[src/rtl/lut_wvf_pkg.sv]
// -----------------------------------------------------------------------------
// lut_wvf_pkg
// Shared types for the LUT waveform generator: FSM state encoding, quadrant
// encoding used by the quarter-wave address mapper, and the width of the
// per-channel step index (which spans four quarter-wave quadrants).
// -----------------------------------------------------------------------------
package lut_wvf_pkg;

   typedef enum logic {
      ST_IDLE = 1'b0,
      ST_RUN  = 1'b1
   } state_e;

   // Quadrant of a quarter-wave index: bit 0 mirrors the address,
   // bit 1 negates the sample.
   typedef enum logic [1:0] {
      QUAD_0 = 2'd0,
      QUAD_1 = 2'd1,
      QUAD_2 = 2'd2,
      QUAD_3 = 2'd3
   } quad_e;

   // Index width covering 4*LUT_DEPTH positions (a full quarter-wave period).
   function automatic int idx_width(input int lut_depth);
      return $clog2(4 * lut_depth);
   endfunction

endpackage

[src/rtl/lut_wvf_addr_map.sv]
// -----------------------------------------------------------------------------
// lut_wvf_addr_map
// Maps one channel's step index to a ROM address and a negate flag.
// Full-period mode uses the low address bits directly; quarter-wave mode
// mirrors the address in odd quadrants and negates in the second half period.
//
// Ports:
//   mode_qw_i  1 = quarter-wave ROM, 0 = full-period ROM
//   idx_i      channel index, already reduced modulo the period
//   addr_o     ROM entry to read
//   neg_o      1 = sample must be negated
// -----------------------------------------------------------------------------
module lut_wvf_addr_map
   import lut_wvf_pkg::*;
#(
   parameter  int LUT_DEPTH = 32,
   localparam int IW        = idx_width(LUT_DEPTH),
   localparam int AW        = $clog2(LUT_DEPTH)
) (
   input  logic          mode_qw_i,
   input  logic [IW-1:0] idx_i,
   output logic [AW-1:0] addr_o,
   output logic          neg_o
);

   logic [AW-1:0] r;
   quad_e         q;

   assign r = idx_i[AW-1:0];
   assign q = quad_e'(idx_i[IW-1:AW]);

   // LUT_DEPTH is a power of two, so LUT_DEPTH-1-r is just ~r.
   always_comb begin
      // NOTE: defaults are assigned first so every path drives every output; no latch can be inferred.
      addr_o = r;
      neg_o  = 1'b0;
      if (mode_qw_i) begin
         case (q)
            QUAD_0: ;
            QUAD_1: addr_o = ~r;
            QUAD_2: neg_o  = 1'b1;
            QUAD_3: begin
               addr_o = ~r;
               neg_o  = 1'b1;
            end
         endcase
      end
   end

endmodule

[src/rtl/lut_wvf_gen_mc.sv]
// -----------------------------------------------------------------------------
// lut_wvf_gen_mc
// Multi-channel waveform generator reading one shared sample ROM. A base index
// k steps through one period (internal interval counter or external trigger
// edges); each channel adds its own phase offset and presents a registered
// sample with a one-cycle LUT_VALID pulse. Optional single-shot operation.
//
// Ports:
//   CLK_SYS, RST      clock, asynchronous active-high reset
//   EN                run enable (IDLE <-> RUN)
//   MODE_QW           1 = quarter-wave ROM (period 4*LUT_DEPTH), 0 = full ROM
//   SHOT              1 = stop after one period
//   TRG_EXT           1 = step on TRGG_CNT_FLAG rising edges, 0 = every WAIT_CYC
//   WAIT_CYC          cycles per internal step (0 behaves as 1)
//   TRGG_CNT_FLAG     external step request, synchronous to CLK_SYS
//   PHASE_OFS         per-channel index offsets, channel 0 in the LSBs
//   LUT_ROM           packed sample table, entry 0 in the LSBs
//   LUT_VALUE         per-channel samples, channel 0 in the LSBs
//   LUT_VALID         one-cycle pulse with each new LUT_VALUE
//   LUT_END           one-cycle pulse with the sample for k = P-1
//   BUSY              high while running
// Mode, shot, trigger source, interval and offsets are captured on entry to RUN.
// -----------------------------------------------------------------------------
module lut_wvf_gen_mc
   import lut_wvf_pkg::*;
#(
   parameter  int BITWIDTH   = 8,
   parameter  int LUT_DEPTH  = 32,
   parameter  int NUM_CH     = 2,
   parameter  int WAIT_WIDTH = 16,
   localparam int IW         = idx_width(LUT_DEPTH)
) (
   input  logic                         CLK_SYS,
   input  logic                         RST,
   input  logic                         EN,
   input  logic                         MODE_QW,
   input  logic                         SHOT,
   input  logic                         TRG_EXT,
   input  logic [WAIT_WIDTH-1:0]        WAIT_CYC,
   input  logic                         TRGG_CNT_FLAG,
   input  logic [NUM_CH*IW-1:0]         PHASE_OFS,
   input  logic [LUT_DEPTH*BITWIDTH-1:0] LUT_ROM,
   output logic [NUM_CH*BITWIDTH-1:0]   LUT_VALUE,
   output logic                         LUT_VALID,
   output logic                         LUT_END,
   output logic                         BUSY
);

   localparam int                  AW        = $clog2(LUT_DEPTH);
   localparam logic [IW-1:0]       LAST_FULL = IW'(LUT_DEPTH - 1);
   localparam logic [IW-1:0]       LAST_QW   = IW'(4 * LUT_DEPTH - 1);
   localparam logic [BITWIDTH-1:0] S_MIN     = {1'b1, {(BITWIDTH-1){1'b0}}};
   localparam logic [BITWIDTH-1:0] S_MAX     = ~S_MIN;

   state_e                       state_q, state_d;
   logic [IW-1:0]                k_q, k_d;
   logic [WAIT_WIDTH-1:0]        wcnt_q, wcnt_d;
   logic                         trg_q;
   // Set when a single-shot period completes; blocks re-entry until EN drops.
   logic                         done_q, done_d;
   logic [NUM_CH*BITWIDTH-1:0]   value_q, value_d;
   logic                         valid_q, valid_d;
   logic                         end_q, end_d;
   logic                         load_cfg;

   // Configuration captured on IDLE->RUN.
   logic                         mode_q, shot_q, ext_q;
   logic [WAIT_WIDTH-1:0]        wait_q;
   logic [NUM_CH*IW-1:0]         ofs_q;

   logic [WAIT_WIDTH-1:0]        wait_eff;
   logic [IW-1:0]                last_k;
   logic                         at_last, int_step, ext_step, step;
   logic [NUM_CH*BITWIDTH-1:0]   samples;
   logic [BITWIDTH-1:0]          rom [LUT_DEPTH];

   assign wait_eff = (wait_q == '0) ? WAIT_WIDTH'(1) : wait_q;
   assign int_step = (wcnt_q == wait_eff - WAIT_WIDTH'(1));
   assign ext_step = TRGG_CNT_FLAG & ~trg_q;
   assign step     = ext_q ? ext_step : int_step;
   assign last_k   = mode_q ? LAST_QW : LAST_FULL;
   assign at_last  = (k_q == last_k);

   for (genvar e = 0; e < LUT_DEPTH; e++) begin : g_rom
      assign rom[e] = LUT_ROM[e*BITWIDTH +: BITWIDTH];
   end

   // The IW-bit sum wraps modulo 4*LUT_DEPTH; full mode keeps only the low
   // address bits inside the mapper, which gives the modulo-LUT_DEPTH index.
   for (genvar c = 0; c < NUM_CH; c++) begin : g_ch
      logic [IW-1:0]       idx;
      logic [AW-1:0]       addr;
      logic                neg;
      logic [BITWIDTH-1:0] raw;

      assign idx = k_q + ofs_q[c*IW +: IW];

      lut_wvf_addr_map #(.LUT_DEPTH(LUT_DEPTH)) u_map (
         .mode_qw_i (mode_q),
         .idx_i     (idx),
         .addr_o    (addr),
         .neg_o     (neg)
      );

      assign raw = rom[addr];
      // The most negative code has no positive twin; clamp it to full scale.
      assign samples[c*BITWIDTH +: BITWIDTH] =
         !neg           ? raw   :
         (raw == S_MIN) ? S_MAX : (~raw + BITWIDTH'(1));
   end

   always_comb begin
      state_d  = state_q;
      k_d      = k_q;
      wcnt_d   = wcnt_q;
      done_d   = done_q;
      value_d  = value_q;
      valid_d  = 1'b0;
      end_d    = 1'b0;
      load_cfg = 1'b0;

      case (state_q)
         ST_IDLE: begin
            k_d    = '0;
            wcnt_d = '0;
            if (!EN) begin
               done_d = 1'b0;
            end else if (!done_q) begin
               state_d  = ST_RUN;
               load_cfg = 1'b1;
            end
         end

         ST_RUN: begin
            // Dropping EN wins over a step in the same cycle.
            if (!EN) begin
               state_d = ST_IDLE;
               k_d     = '0;
               wcnt_d  = '0;
            end else begin
               if (!ext_q) begin
                  wcnt_d = int_step ? '0 : wcnt_q + WAIT_WIDTH'(1);
               end
               if (step) begin
                  value_d = samples;
                  valid_d = 1'b1;
                  end_d   = at_last;
                  k_d     = at_last ? '0 : k_q + IW'(1);
                  if (at_last && shot_q) begin
                     state_d = ST_IDLE;
                     done_d  = 1'b1;
                  end
               end
            end
         end

         default: state_d = ST_IDLE;
      endcase
   end

   always_ff @(posedge CLK_SYS or posedge RST) begin
      if (RST) begin
         state_q <= ST_IDLE;
         k_q     <= '0;
         wcnt_q  <= '0;
         trg_q   <= 1'b0;
         done_q  <= 1'b0;
         value_q <= '0;
         valid_q <= 1'b0;
         end_q   <= 1'b0;
         mode_q  <= 1'b0;
         shot_q  <= 1'b0;
         ext_q   <= 1'b0;
         wait_q  <= '0;
         ofs_q   <= '0;
      end else begin
         // NOTE: non-blocking assignments so every register samples pre-edge values regardless of statement order.
         state_q <= state_d;
         k_q     <= k_d;
         wcnt_q  <= wcnt_d;
         trg_q   <= TRGG_CNT_FLAG;
         done_q  <= done_d;
         value_q <= value_d;
         valid_q <= valid_d;
         end_q   <= end_d;
         if (load_cfg) begin
            mode_q <= MODE_QW;
            shot_q <= SHOT;
            ext_q  <= TRG_EXT;
            wait_q <= WAIT_CYC;
            ofs_q  <= PHASE_OFS;
         end
      end
   end

   assign LUT_VALUE = value_q;
   assign LUT_VALID = valid_q;
   assign LUT_END   = end_q;
   assign BUSY      = (state_q == ST_RUN);

endmodule
[config.mk]
export PLATFORM = sky130hd
export DESIGN_NAME = lut_wvf_gen_mc
export DESIGN_NICKNAME = d
export VERILOG_FILES = /design/src/rtl/lut_wvf_pkg.sv /design/src/rtl/lut_wvf_addr_map.sv /design/src/rtl/lut_wvf_gen_mc.sv
export SDC_FILE = /design/constraint.sdc
export NUM_CORES = 1
export LEC_CHECK = 0
export ABC_CLOCK_PERIOD_IN_PS = 4500
export BUFFER_PORTS_ARGS = -buffer_cell sky130_fd_sc_hd__buf_2
export CORE_UTILIZATION = 33
export CTS_BUF_LIST = sky130_fd_sc_hd__clkbuf_8
export CTS_CLUSTER_SIZE = 28
export DETAILED_ROUTE_END_ITERATION = 8
export MAX_ROUTING_LAYER = met4
export SLEW_MARGIN = 15
export SYNTH_ARGS = -nofsm -noshare
export SYNTH_HDL_FRONTEND = slang
export SYNTH_SLANG_ARGS = --single-unit
export TNS_END_PERCENT = 5
[constraint.sdc]
create_clock -name CLK_SYS -period 4.5 [get_ports CLK_SYS]
set_input_delay 0.45 -clock CLK_SYS [delete_from_list [all_inputs] [get_ports CLK_SYS]]
set_output_delay 0.45 -clock CLK_SYS [all_outputs]
set_load 0.01 [all_outputs]
==> flow_metrics.py <==
metrics = {
    "run_status": {
        "status": "complete, but fails checks",
        "violations": "setup timing",
    },
    "floorplanning": {
        "num_rows": 84,
        "start_util": 0.3343,
        "fp.dieW_um": 232.7,
        "core_area_um2": 52550,
        "dieArea_um2": 54160,
        "die_h_um": 232.7,
        "io_pins": 312,
    },
    "synthesis": {
        "synthTopCellsByCount": "244 x nand2_1, 211 x mux2i_1, 158 x o21ai_0, 146 x mux2_2, 121 x nor2_1",
        "synth_area_leader_cell": "mux2i_1",
        "synth.distinct_cells": 91,
        "synth_edf_count": 0,
        "yosysWarnings": 0,
        "syn_area_per_cell_um2": 8.058,
        "syn_nets": 2493,
        "synth_area_leaders": "mux2i_1 12%, mux4_2 12%, dfrtp_1 11%, mux2_2 9.4%, nand2_1 5.2%",
        "async_flop_share": 1.000,
        "ys_seq_area_frac": 0.1097,
        "synth.ff_latch_count": 77,
        "yosys_most_used_dff": "dfrtp_1",
        "netlist.area_leader.share": 0.1202,
        "synth_area_um2": 17570,
        "synthCells": 2180,
        "yosys.cell_count.top_type": "nand2_1",
    },
    "global_route": {
        "grt_pass1_wl_um": 132100,
        "first_global_vias": 20920,
        "grt-ovfl-total": 0,
        "grtUsageTotal": 0.3308,
        "grt_max_degree": 66,
        "antenna_found_initial": 7,
    },
    "critical_path": {
        "path_cells": "ha_4 > fa_4 > buf_4 > nand3b_1 > a211oi_2 > o21bai_4 > buf_6 > buf_12 > a221oi_1 > mux2i_1 > o22ai_2 > nor4_2 > buf_4 > nand3_1 > and3_4 > a41oi_2 > mux2_4 > a21oi_2",
        "critPathMaxFanout": 13,
        "cp.required_ns": 4.79,
        "crit_path_end_kind": "register",
        "reg2reg_slack_ns": -0.15,
        "rr_endpoint": "LUT_VALUE[15]",
        "cp.arrival_ns": 4.94,
        "crit_slowest_cell": "fa_4",
        "critPathMostFrequentCell": "buf_4",
        "critPathKind": "reg2reg",
        "cp_slowest_stage_delay_ns": 0.93,
        "path_delay_family": "adder cells",
        "cp-start-kind": "register",
        "critPathBufInv": 4,
        "r2r_cells": 18,
        "r2r_start": "k_q[0]",
    },
    "clocking": {
        "worstSkewPairLatency_ns": 0.37,
        "tritoncts": "built",
        "cts_max_level": 3,
        "cts-root-to-sink-buffers": 2,
        "path_clk_slew_ns": 0.09,
        "root_buffer": "clkbuf_8",
        "cts_buffers": 9,
        "clock_sinks": 77,
    },
    "placement": {
        "dp_cells": 3303,
        "gp_congestion": 1.002,
        "dpl_cell_area_um2": 21920,
        "place_hpwl_um": 69950,
        "port_buffers": 311,
        "place_ws_ns": -0.5319,
    },
    "timing": {
        "setup_violations": 12,
        "max_freq_ghz": 0.2151,
        "layout_min_cycle_time_ns": 4.648,
        "slew_headroom": 0.3847,
        "worstMarginPinSlew_ns": 0.9219,
        "final.setup.tns_ns": -0.7363,
        "rsz0062_at_grt": "yes",
        "finalCritPeriodShare": 1.033,
        "hold-worst-slack_ns": 0.2044,
        "clock_skew_ns": 0.01530,
        "maxSlewViolCount": 0,
        "hold_viol": 0,
        "setup_ws_ns": -0.1482,
    },
    "layout": {
        "drive_above_1_share": 0.3918,
        "postLayoutCellArea_um2": 23020,
        "final_util": 0.4381,
        "fin_cells": 3361,
        "final_nets": 2975,
        "area_growth_pct": 31.05,
    },
    "detailed_routing": {
        "routedWlPerCell_um": 26.67,
        "dr.pass1.iters": 8,
        "route.detailed.drc": 0,
        "drtAntennaViolNets": 0,
        "viasPerCell": 6.460,
        "num_vias": 21710,
        "drtIter0Drc": 2606,
        "drt-total-wl_um": 89650,
    },
    "min_path": {
        "min_delay_path_depth": 1,
        "hold_path_end": "trg_q",
        "hp-class": "in2reg",
        "hold_path.startpoint": "TRGG_CNT_FLAG",
    },
    "power_and_ir_drop": {
        "vdd_drop_max_mv": 0.2591,
        "fin_total_pwr_mw": 12.77,
        "p_leak_nw": 9.651,
        "powerDensity_nw_per_um2": 554.8,
    },
    "run": {
        "cap_violations": 0,
    },
}
[flip-flops by register name, indices dropped and copies added, names as in the netlist]
register	count
wait_q	16
BUSY	1
trg_q	1
done_q	1
mode_q	1
ofs_q	14
LUT_VALUE	16
shot_q	1
LUT_END	1
k_q	7
LUT_VALID	1
wcnt_q	16
ext_q	1
[power breakdown]
part / leakage (nW) / total (mW) / internal [mW] / switching [mW]
Combinational: 8.59 / 11.3 / 5.13 / 6.13
Sequential: 0.957 / 0.994 / 0.837 / 0.157
Clock: 0.101 / 0.524 / 0.219 / 0.305
Total: 9.65 / 12.8 / 6.19 / 6.59
[cell usage in the layout (no fill, tap or decap), drive strengths merged, types with 13 or more instances in the layout]
master and instances:
buf 678, nand2 245, mux2i 211, o21ai 167, mux2 148, nor2 121, a21oi 109, mux4 92
o22ai 82, dfrtp 77, a221oi 69, nand3 58, a22oi 57, xnor2 36, nor3 35, a211oi 33
and3 33, nand4 26, a31oi 25, inv 23, o211ai 22, nor4 21, a221o 19, xor2 18
ha 18, or3 13, nor2b 13, o31ai 13
[worst max path at each step]
stage                         end  slack (ns)  startpoint  cells after the start
global placement    LUT_VALUE[14]       -0.51      k_q[0]                     18
CTS                 LUT_VALUE[14]       -0.02    ofs_q[7]                     19
detailed placement   LUT_VALUE[9]       -0.53      k_q[0]                     17
finish              LUT_VALUE[15]       -0.15      k_q[0]                     18
floorplan            LUT_VALUE[7]        0.04      k_q[0]                     16
global route        LUT_VALUE[14]       -0.30      k_q[0]                     19
[timing repair]
item / 4_1_cts / 5_1_grt
gates resized for setup: 91 / 32
buffers inserted: 31 / 3
pin swaps: 37 / 23
setup endpoints to repair: 16 / 40
hold buffers: 0 / 0
cloned: 1 / 1
[layout make-up]
cell class / count / area, um^2
Inverter: 19 / 72.57
Clock inverter: 7 / 73.82
Multi-Input combinational cell: 1875 / 15180
Fill cell: 5288 / 29530
Timing Repair Buffer: 680 / 4772
Clock buffer: 9 / 123.9
Tap cell: 688 / 860.8
Antenna cell: 6 / 15.01
Sequential cell: 77 / 1928
[kinds of logic (layout without fill, tap and decap cells)]
kind of cell             Yosys count  count (layout)  share of synthesized area
AO/OA/AOI/OAI                    727             727                     0.2860
XOR/XNOR                          54              54                    0.02991
adder cells (fa/ha/maj)           20              20                    0.01510
buffers and inverters            228             715                    0.05769
flip-flops                        77              77                     0.1097
multiplexers                     451             451                     0.3335
other                              0               6                          0
AND/OR/NAND/NOR                  623             623                     0.1681
[per-layer routing]
| metal | track usage | part of all wire |
|---|---|---|
| met5 | - | 0 |
| met4 | 0.1334 | 0.047 |
| met3 | 0.04179 | 0.082 |
| met2 | 0.5281 | 0.46 |
| met1 | 0.4221 | 0.41 |
Note: power is estimated with default switching activity, not from simulation.
